==> src/rtl/command_decoder_of_verifla_pkg.sv <==
// ---------------------------------------------------------------------------
// command_decoder_of_verifla_pkg
// Shared definitions for the host command decoder of the logic analyser:
//   - opcode values understood when the decoder is idle
//   - FSM state encoding for the frame collector
//   - helper to size the data-byte counter
// ---------------------------------------------------------------------------
package command_decoder_of_verifla_pkg;

   // Opcodes recognised as the first byte of a command
   localparam logic [7:0] CMD_RESET     = 8'h00;
   localparam logic [7:0] CMD_RUN       = 8'h01;
   localparam logic [7:0] CMD_WRITE_REG = 8'h02;

   // Decoder states: waiting for an opcode, then the address byte of a
   // WRITE_REG frame, then its little-endian data bytes
   typedef enum logic [1:0] {
      IDLE     = 2'd0,
      GET_ADDR = 2'd1,
      GET_DATA = 2'd2
   } dec_state_t;

   // A single data byte still needs a 1-bit counter
   function automatic int byte_cnt_bits(input int n_bytes);
      return (n_bytes > 1) ? $clog2(n_bytes) : 1;
   endfunction

endpackage

==> src/rtl/single_pulse_of_verifla.sv <==
// ---------------------------------------------------------------------------
// single_pulse_of_verifla
// Rising-edge detector: turns a level that is synchronous to clk into a
// one-cycle pulse in the first cycle the level is seen high. A level held
// high for many cycles yields a single pulse.
// Ports:
//   clk    in  system clock
//   rst_l  in  asynchronous active-low reset
//   level  in  level to watch
//   pulse  out high for the first cycle of each high period of level
// ---------------------------------------------------------------------------
module single_pulse_of_verifla (
   input  logic clk,
   input  logic rst_l,
   input  logic level,
   output logic pulse
);

   logic level_q;

   // Remember last cycle's level so a new high period can be told apart
   // from one that is continuing
   always_ff @(posedge clk or negedge rst_l) begin
      if (!rst_l) begin
         level_q <= 1'b0;
      end else begin
         level_q <= level;
      end
   end

   assign pulse = level & ~level_q;

endmodule

==> src/rtl/command_decoder_of_verifla.sv <==
// ---------------------------------------------------------------------------
// command_decoder_of_verifla
// Multi-byte host command decoder. Bytes from the UART receiver are decoded
// as opcodes: RESET and RUN produce one-cycle control pulses, WRITE_REG opens
// a frame of one address byte followed by DATA_BYTES little-endian data bytes
// that is delivered to the config bank with a single cfg_wr strobe. A frame
// that stalls for too long between bytes is dropped and flagged.
// Parameters:
//   DATA_BYTES   data bytes per WRITE_REG frame (1..8)
//   ADDR_BITS    width of cfg_addr (<= 8, low bits of the address byte)
//   TIMEOUT_CYC  idle cycles tolerated between bytes of one frame (>= 2)
//   TO_BITS      timeout counter width, 2**TO_BITS > TIMEOUT_CYC
// Ports:
//   clk             in   system clock
//   rst_l           in   asynchronous active-low reset
//   rec_dataH       in   received byte, valid while rec_readyH is high
//   rec_readyH      in   byte-ready level from the UART
//   user_reset_low  out  one-cycle active-low reset pulse (opcode 0x00)
//   user_run        out  one-cycle run pulse (opcode 0x01)
//   cfg_wr          out  one-cycle write strobe at WRITE_REG completion
//   cfg_addr        out  register address, held until the next cfg_wr
//   cfg_data        out  register data, held until the next cfg_wr
//   cmd_error       out  one-cycle pulse on unknown opcode or frame timeout
//   busy            out  high while a WRITE_REG frame is being collected
// ---------------------------------------------------------------------------
module command_decoder_of_verifla
   import command_decoder_of_verifla_pkg::*;
#(
   parameter int DATA_BYTES  = 4,
   parameter int ADDR_BITS   = 8,
   parameter int TIMEOUT_CYC = 1000000,
   parameter int TO_BITS     = 20
) (
   input  logic                    clk,
   input  logic                    rst_l,
   input  logic [7:0]              rec_dataH,
   input  logic                    rec_readyH,
   output logic                    user_reset_low,
   output logic                    user_run,
   output logic                    cfg_wr,
   output logic [ADDR_BITS-1:0]    cfg_addr,
   output logic [8*DATA_BYTES-1:0] cfg_data,
   output logic                    cmd_error,
   output logic                    busy
);

   localparam int                  BC_BITS   = byte_cnt_bits(DATA_BYTES);
   localparam int                  DW        = 8 * DATA_BYTES;
   localparam logic [BC_BITS-1:0]  LAST_BYTE = BC_BITS'(DATA_BYTES - 1);
   localparam logic [TO_BITS-1:0]  TO_LIMIT  = TO_BITS'(TIMEOUT_CYC - 1);

   dec_state_t           state_q, state_d;
   logic [BC_BITS-1:0]   byte_cnt_q, byte_cnt_d;
   logic [TO_BITS-1:0]   to_cnt_q, to_cnt_d;
   logic [ADDR_BITS-1:0] addr_sh_q, addr_sh_d;
   logic [DW-1:0]        data_sh_q, data_sh_d;
   logic [ADDR_BITS-1:0] cfg_addr_d;
   logic [DW-1:0]        cfg_data_d;
   logic                 user_reset_low_d;
   logic                 user_run_d;
   logic                 cfg_wr_d;
   logic                 cmd_error_d;
   logic                 busy_d;
   logic                 byte_accept;
   logic                 timed_out;

   // One accept per rising edge of the UART ready level
   single_pulse_of_verifla u_ready_edge (
      .clk   (clk),
      .rst_l (rst_l),
      .level (rec_readyH),
      .pulse (byte_accept)
   );

   // A byte landing in the last allowed cycle beats the timeout
   assign timed_out = (to_cnt_q == TO_LIMIT) && !byte_accept;

   // Next-state and next-output logic. Everything leaving the block is a
   // register, so this computes what each register holds next cycle. The
   // address/data shadows collect a frame so the visible cfg outputs only
   // change once a frame is complete.
   always_comb begin
      state_d          = state_q;
      byte_cnt_d       = byte_cnt_q;
      to_cnt_d         = '0;
      addr_sh_d        = addr_sh_q;
      data_sh_d        = data_sh_q;
      cfg_addr_d       = cfg_addr;
      cfg_data_d       = cfg_data;
      user_reset_low_d = 1'b1;
      user_run_d       = 1'b0;
      cfg_wr_d         = 1'b0;
      cmd_error_d      = 1'b0;

      unique case (state_q)
         IDLE: begin
            if (byte_accept) begin
               unique case (rec_dataH)
                  CMD_RESET:     user_reset_low_d = 1'b0;
                  CMD_RUN:       user_run_d       = 1'b1;
                  CMD_WRITE_REG: state_d          = GET_ADDR;
                  default:       cmd_error_d      = 1'b1;
               endcase
            end
         end

         GET_ADDR: begin
            if (byte_accept) begin
               addr_sh_d  = rec_dataH[ADDR_BITS-1:0];
               byte_cnt_d = '0;
               state_d    = GET_DATA;
            end else if (timed_out) begin
               cmd_error_d = 1'b1;
               state_d     = IDLE;
            end else begin
               to_cnt_d = to_cnt_q + 1'b1;
            end
         end

         GET_DATA: begin
            if (byte_accept) begin
               data_sh_d[int'(byte_cnt_q)*8 +: 8] = rec_dataH;
               if (byte_cnt_q == LAST_BYTE) begin
                  cfg_wr_d   = 1'b1;
                  cfg_addr_d = addr_sh_q;
                  cfg_data_d = data_sh_d;
                  state_d    = IDLE;
               end else begin
                  byte_cnt_d = byte_cnt_q + 1'b1;
               end
            end else if (timed_out) begin
               cmd_error_d = 1'b1;
               state_d     = IDLE;
            end else begin
               to_cnt_d = to_cnt_q + 1'b1;
            end
         end

         default: state_d = IDLE;
      endcase

      busy_d = (state_d != IDLE);
   end

   // State, counters, shadows and all outputs are registered together;
   // reset drops any partial frame
   always_ff @(posedge clk or negedge rst_l) begin
      if (!rst_l) begin
         state_q        <= IDLE;
         byte_cnt_q     <= '0;
         to_cnt_q       <= '0;
         addr_sh_q      <= '0;
         data_sh_q      <= '0;
         cfg_addr       <= '0;
         cfg_data       <= '0;
         user_reset_low <= 1'b1;
         user_run       <= 1'b0;
         cfg_wr         <= 1'b0;
         cmd_error      <= 1'b0;
         busy           <= 1'b0;
      end else begin
         state_q        <= state_d;
         byte_cnt_q     <= byte_cnt_d;
         to_cnt_q       <= to_cnt_d;
         addr_sh_q      <= addr_sh_d;
         data_sh_q      <= data_sh_d;
         cfg_addr       <= cfg_addr_d;
         cfg_data       <= cfg_data_d;
         user_reset_low <= user_reset_low_d;
         user_run       <= user_run_d;
         cfg_wr         <= cfg_wr_d;
         cmd_error      <= cmd_error_d;
         busy           <= busy_d;
      end
   end

endmodule

==> config.mk <==
export PLATFORM = sky130hd
export DESIGN_NAME = command_decoder_of_verifla
export DESIGN_NICKNAME = d
export VERILOG_FILES = /design/src/rtl/command_decoder_of_verifla_pkg.sv /design/src/rtl/single_pulse_of_verifla.sv /design/src/rtl/command_decoder_of_verifla.sv
export SDC_FILE = /design/constraint.sdc
export NUM_CORES = 1
export LEC_CHECK = 0
export BUFFER_PORTS_ARGS = -buffer_cell sky130_fd_sc_hd__buf_2
export CAP_MARGIN = 40
export CORE_MARGIN = 1
export CORE_UTILIZATION = 43
export DETAILED_ROUTE_END_ITERATION = 6
export PLACE_DENSITY = 0.66
export SETUP_SLACK_MARGIN = 0.5
export SLEW_MARGIN = 30
export SYNTH_ARGS = -nofsm -noshare
export SYNTH_HDL_FRONTEND = slang
export SYNTH_SLANG_ARGS = --single-unit
==> constraint.sdc <==
create_clock -name clk -period 2.1 [get_ports clk]
set_input_delay 0.42 -clock clk [delete_from_list [all_inputs] [get_ports clk]]
set_output_delay 0.42 -clock clk [all_outputs]
set_load 0.02 [all_outputs]
Yosys cells after proc, flatten, opt, wreduce, memory -nomap -nowiden --
Cells that the tools add are included. W data, S select, Z words.
Word-level totals: bits in registers 110, output and inout bits 45, logic and storage cells 70
Cells by class: $add $sub $neg 3, equal/unequal tests 9, shift operators 2, muxes and demuxes 29, bitwise gates (word level) 2, reductions and logical operators 12
Operators by type and width (count):
- $mux W20 | 3
- $neg A5 Y33 | 1
- $shift A8 B33 Y32 const A | 1
- $shiftx A8 B33 Y32 | 1
- $bwmux W32 | 1
- $add A20 B1 Y20 const B | 1
- $eq A20 B20 Y1 const B | 1
- $mux W2 | 9
- $mux W1 | 13
- $eq A8 B1 Y1 const B | 1
- $eq A8 B2 Y1 const B | 1
- $logic_not A8 Y1 | 1
- $ne A2 B2 Y1 const B | 3
- $pmux W2 S3 | 1
- $eq A2 B2 Y1 const B | 2
- $pmux W2 S2 | 1
- $reduce_and A2 Y1 | 2
- $reduce_and A4 Y1 | 1
- $reduce_bool A2 Y1 | 2
- $reduce_and A3 Y1 | 1
- $reduce_or A3 Y1 | 1
- $add A2 B1 Y2 const B | 1
- $eq A2 B1 Y1 const B | 1
- $logic_not A2 Y1 | 1
- 6 further kinds | 6

Depth between registers and ports, before layout --
depth after elaboration 8, depth in mapped cells 8, mapped depth without buffers 6

Cells and area by module --
A second synthesis with hierarchy kept.
Unflattened totals: cell total of the unflattened synthesis 461, area total of the unflattened synthesis 4979.8 µm²
Modules (own cells, without submodules):
- command_decoder_of_verifla | instances 1, cells an instance 459, area each 4941.0 µm², seq. area each 2728.9 µm²
- single_pulse_of_verifla | instances 1, cells an instance 2, area each 38.8 µm², seq. area each 25.0 µm²

Least setup slack after synthesis --
OpenSTA, ideal clock, no wires.
path type reg-to-reg, from register byte_cnt_q[0], to register data_sh_q[0], arrival time 1875 ps, setup slack 159 ps, stages on the path, launching flop included 8, path buffers 2, clock period less this slack 1941 ps, cell sequence dfrtp_1 > inv_1 > ha_1 > nor4bb_1 > buf_2 > and3_1 > buf_2 > a22o_1
On the way: cells in the longest elaborated chain, start to end 3, elaborated cells on any way between the ends 4, those cells by class 1 x add/sub; 2 x shift; 1 x mux
Ends and longest elaborated chain:
- start, declared | RTL line command_decoder_of_verifla.sv:53 | logic [BC_BITS-1:0] byte_cnt_q, byte_cnt_d;
- start signal, assigned | RTL line command_decoder_of_verifla.sv:163 | byte_cnt_q <= byte_cnt_d;
- $neg A5 Y33 * | RTL line command_decoder_of_verifla.sv:122 | data_sh_d[int'(byte_cnt_q)*8 +: 8] = rec_dataH;
- $shiftx A8 B33 Y32 or $shift A8 B33 Y32 (tied branches) | RTL line command_decoder_of_verifla.sv:122
- $bwmux W32 * | RTL line command_decoder_of_verifla.sv:122
- end signal, assigned | RTL line command_decoder_of_verifla.sv:166 | data_sh_q <= data_sh_d;
- end, declared | RTL line command_decoder_of_verifla.sv:56 | logic [DW-1:0] data_sh_q, data_sh_d;
Mark *: on every way between the ends. The rest lies on a longest branch, timed or not. A chain may end at the register's enable or synchronous reset.

Worst setup path in the final report --
from register to_cnt_q[13], to register busy
On the way: cells in the longest elaborated chain, start to end 6, elaborated cells on any way between the ends 7, those cells by class 1 x eq/ne; 4 x mux; 2 x reduce/logical
Ends and longest elaborated chain:
- start, declared | RTL line command_decoder_of_verifla.sv:54 | logic [TO_BITS-1:0] to_cnt_q, to_cnt_d;
- start signal, assigned | RTL line command_decoder_of_verifla.sv:164 | to_cnt_q <= to_cnt_d;
- $eq A20 B20 Y1 * | RTL line command_decoder_of_verifla.sv:76 | assign timed_out = (to_cnt_q == TO_LIMIT) && !byte_accept;
- $logic_and A1 B1 Y1 * | RTL line command_decoder_of_verifla.sv:76
- $mux W2 * | RTL line command_decoder_of_verifla.sv:112, command_decoder_of_verifla.sv:131
- $mux W2 (on tied branches) | RTL line command_decoder_of_verifla.sv:121, command_decoder_of_verifla.sv:108
- $pmux W2 S3 * | RTL line command_decoder_of_verifla.sv:95 | unique case (state_q)
- $reduce_bool A2 Y1 * | RTL line command_decoder_of_verifla.sv:142 | busy_d = (state_d != IDLE);
- net busy_d | RTL line command_decoder_of_verifla.sv:63 | logic busy_d;
- end signal, assigned | RTL line command_decoder_of_verifla.sv:173 | busy <= busy_d;
- end, declared | RTL line command_decoder_of_verifla.sv:44 | output logic busy
The timed path passes the listed nets; every way through them passes the cells marked *.

==> reports/metrics.sh <==
RUN_STATUS='finished, final reports clean'
TRITONCTS_CLOCK_TREE='built'
STARTPOINT_TYPE='register'
CRITPATHTOPFAMILY='simple AND/OR/NAND/NOR gates'
FILLERINSTANCES=901
SYNTH_CELL_TYPE_COUNT=38
GRT_SETUP_UNREPAIRED='yes'
SETUP_CRIT_END_KIND='register'
SEQUENTIAL_AREA_SHARE_AFTER_SYNTHESIS=0.5609
DETAILROUTE.VIA_COUNT=3693
CRIT_PATH_CELL_TRACE='or4b_1 > nor4_2 > nand4_2 > buf_4 > a21oi_1 > nor2_1'
SYNTH_ASYNC_SR_FLOP_SHARE=1.000
SYNTH.FF_LATCH_COUNT=110
CTS_NUM_SINKS=110
SLEW_WORST_PIN_PS=480.3
FINAL-MAX-SLEW-VIOLATION-COUNT=0
YS_TOP_CELLS_BY_COUNT='109 x sky130_fd_sc_hd__dfrtp_1, 52 x sky130_fd_sc_hd__nand2_1, 39 x sky130_fd_sc_hd__o21ai_0'
CELLPOWERDENSITY_nW_PER_UM2=885.4
GRT_PASS1_WL_MM=18.64
DOMINANT_COMBINATIONAL_CELL_FAMILY_BY_AREA_AFTER_SYNTHESIS='simple AND/OR/NAND/NOR gates'
GRT_MOST_USED_LAYER='met2'
DRT_ITER0_DRC=228
FINALHOLDVIOLCOUNT=0
SYN_AREA_PER_CELL_UM2=10.70
CLK_LATENCY_PS=360
POWER.IR.VDD_WORST_mV=0.4410
PATH_CLASS='reg -> reg'
SYNTHXORXNORAREAFRAC=0.03211
CTS_HOLD_BUFFERS_ADDED=0
GRT.MET1_USAGE=0.2959
DIEWIDTH_UM=108.9
ARRIVAL_PS=1980
LAYOUT.CELL_AREA.NON_FILLER_UM2=6345
CLKTRANSATPATHREGS_PS=70
GR-TOTAL-OVERFLOW=0
POST_SYNTH_INST_COUNT=459
LAYOUT-AREA-OVERHEAD-VS-SYNTH_PCT=29.23
GRT_PASS1_VIAS=3584
YOSYSWARNINGCOUNT=0
SYNTH_SIMPLE_GATE_AREA_SHARE=0.1702
ROW_COUNT=38
FLOORPLAN.DIE_AREA_UM2=11850
CP_PEAK_STAGE_DELAY_PS=530
ANTENNA_FIX_CELLS=0
FIN_SETUP_TNS_PS=0
PLACED_CELL_AREA_UM2=5480
CRIT_REQUIRED_PS=2340
GRTUSAGETOTAL=0.2081
GPL_CONGESTION=0.7872
HTREEDEPTH=3
P_LEAK_nW=2.998
SYNTH_AREA_UM2=4910
ANTENNA_VIOLATING_NETS_POST_ROUTE=0
SYNTHMOSTINSTANTIATEDCELL='sky130_fd_sc_hd__dfrtp_1'
DIE-HEIGHT_UM=108.9
ROUTED_VIA_DENSITY=5.344
SYNTHMUXAREASHARE=0.03440
CORE-AREA_UM2=10980
IO_PINS=56
DPL.HPWL_MM=6.917
LAYOUT-DRIVE-GT1-SHARE=0.3721
SYNTH_FLOP_CELL='sky130_fd_sc_hd__dfrtp_1'
SYNTH_EDF_COUNT=0
AREA_SHARE_OF_THE_LARGEST_CELL_TYPE_AFTER_SYNTHESIS=0.5556
CPMAXSTAGEDELAYCELL='sky130_fd_sc_hd__or4b_1'
INITIAL_ANTENNA_VIOLATION_COUNT=0
POST_SYNTHESIS_COMPOUND_GATE_AREA_FRACTION=0.1417
CTS_MAX_PATH_BUFFERS=2
CLOCK-SKEW-FINAL_PS=8.867
FMAX_GHz=0.5734
GRT_MAX_DEGREE=46
HOLD-WORST-SLACK_PS=2.419
LAYOUT_MIN_CYCLE_TIME_PS=1744
REPORT.FINAL.SETUP_VIOL=0
CLOCKROOTBUFFER='sky130_fd_sc_hd__clkbuf_16'
WIRE_PER_INST_UM=16.79
TRITONCTS.NUM_BUFFERS=9
SYNTH_NETS=481
SYNTH_AREA_LEADERS='sky130_fd_sc_hd__dfrtp_1 56%, sky130_fd_sc_hd__a22o_1 6.1%, sky130_fd_sc_hd__nor2b_1 4.3%, sky130_fd_sc_hd__o21ai_0 4.0%, sky130_fd_sc_hd__nand2_1 4.0%'
DRT_FIRST_PASS_ITERS=4
DESIGN.FINAL.NETS=568
SYNTH-ADDER-AREA-SHARE=0.02803
POST-SYNTH-TOP-AREA-CELL='sky130_fd_sc_hd__dfrtp_1'
MET2_USAGE=0.3156
FINAL_MIN_PERIOD_OVER_CLOCK_PERIOD=0.8304
CRITICAL_PATH.MAX_FANOUT=3
MAX_CAP_VIOL_COUNT=0
GRTUSAGEMET3=0.03527
INITIAL_UTILIZATION=0.4470
DRC=0
DPL_CELLS=646
POSTROUTEWIRELENGTH_MM=11.60
P_TOTAL_mW=5.618
FINALNONFILLERCELLS=691
WORSTPATHBUFFERINVERTERCOUNT=1
HOLD_PATH_CLASS='in -> async'
IO_BUF_COUNT=55
RELSLEWSLACK=0.6798
[registers in the layout, summed over array words and instances, names as in the netlist]
name / cells
addr_sh_q: 8
busy: 1
byte_cnt_q: 2
cfg_addr: 8
cfg_data: 32
cfg_wr: 1
cmd_error: 1
data_sh_q: 32
state_q: 2
to_cnt_q: 20
u_ready_edge.level_q: 1
user_reset_low: 1
user_run: 1
[layout by cell type, fill, tap and decap left out, types with 4 or more instances in the layout]
cell type,netlist,layout
sky130_fd_sc_hd__xnor2_1,6,6
sky130_fd_sc_hd__nor2b_1,34,33
sky130_fd_sc_hd__and2_4,0,4
sky130_fd_sc_hd__o21ai_1,0,31
sky130_fd_sc_hd__a22o_1,34,34
sky130_fd_sc_hd__a21oi_4,0,4
sky130_fd_sc_hd__ha_1,11,4
sky130_fd_sc_hd__ha_4,0,4
sky130_fd_sc_hd__buf_12,0,4
sky130_fd_sc_hd__xor2_1,12,12
sky130_fd_sc_hd__clkbuf_16,0,9
sky130_fd_sc_hd__nor2_1,27,19
sky130_fd_sc_hd__nand4_1,4,4
sky130_fd_sc_hd__nand2_1,52,48
sky130_fd_sc_hd__dfrtp_1,109,107
sky130_fd_sc_hd__buf_4,0,30
sky130_fd_sc_hd__mux2_2,15,15
sky130_fd_sc_hd__nand3_1,10,10
sky130_fd_sc_hd__inv_1,11,8
sky130_fd_sc_hd__and3_1,6,5
sky130_fd_sc_hd__buf_6,2,6
sky130_fd_sc_hd__o21ai_0,39,7
sky130_fd_sc_hd__a21oi_1,37,7
sky130_fd_sc_hd__a21oi_2,0,26
sky130_fd_sc_hd__buf_2,8,54
sky130_fd_sc_hd__nor2_2,0,7
[per-stage QoR]
step / util / setup slack [ps]
floorplan: - / 380.8
detailed placement: 0.4990 / 195.7
CTS: 0.5509 / 356.0
global route: 0.5777 / 280.9
global placement: 0.4990 / 233.7
finish: 0.5777 / 356.1
[timing repair]
item                       CTS  global route
setup endpoints to repair   96            91
gates cloned                 4             3
setup buffers               16             6
pin swaps                    5            82
gates resized for setup     31            79
[power by group]
part | internal [mW] | switching (mW)
Sequential | 2.25 | 0.0970
Combinational | 0.703 | 0.812
Clock | 0.964 | 0.793
Total | 3.92 | 1.70
[routing by layer]
| layer | share of wire | routed length, um |
|---|---|---|
| met2 | 0.47 | 5463 |
| met4 | 0.019 | 218 |
| met5 | 0 | 0 |
| met1 | 0.46 | 5328 |
| met3 | 0.051 | 592 |
[path summary, 6_finish.rpt]
check | from | cells after the start | endpoint | slack (ps)
setup reg to reg | to_cnt_q[13]$_DFF_PN0_ | 6 | busy$_DFF_PN0_ | 360
max in group asynchronous | rst_l | 2 | user_reset_low$_DFF_PN1_ | 1470
hold reg to reg | cfg_data[30]$_DFFE_PN0P_ | 2 | cfg_data[30]$_DFFE_PN0P_ | 480
hold / removal | rst_l | 1 | data_sh_q[27]$_DFFE_PN0P_ | 2
setup / recovery | to_cnt_q[13]$_DFF_PN0_ | 6 | busy$_DFF_PN0_ | 360
min in group clk | rec_readyH | 1 | u_ready_edge.level_q$_DFF_PN0_ | 190
[cell type report]
cell class                      instances  area [um^2]  area share
Sequential cell                       110         2756      0.4344
Clock inverter                          6        68.82     0.01085
Tap cell                              140        175.2     0.02761
Inverter                               11        48.80    0.007691
Multi-Input combinational cell        320         2414      0.3804
Timing Repair Buffer                   94        643.1      0.1014
Clock buffer                           10        239.0     0.03767
[worst register-to-register path: stages (launching register included)]
cell and delay (ps):
sky130_fd_sc_hd__dfrtp_1 380, sky130_fd_sc_hd__or4b_1 530, sky130_fd_sc_hd__nor4_2 170, sky130_fd_sc_hd__nand4_2 170, sky130_fd_sc_hd__buf_4 180, sky130_fd_sc_hd__a21oi_1 120, sky130_fd_sc_hd__nor2_1 70
[cells by family (layout without fill, tap and decap cells)]
logic type      count (synthesis)  in the layout
compound gates                112            112
xor+xnor                       18             18
fa+ha+maj                      11             11
buf+inv                        36            121
flops                         110            110
mux                            15             15
simple gates                  157            164
Power figures use the tool's default switching activity.
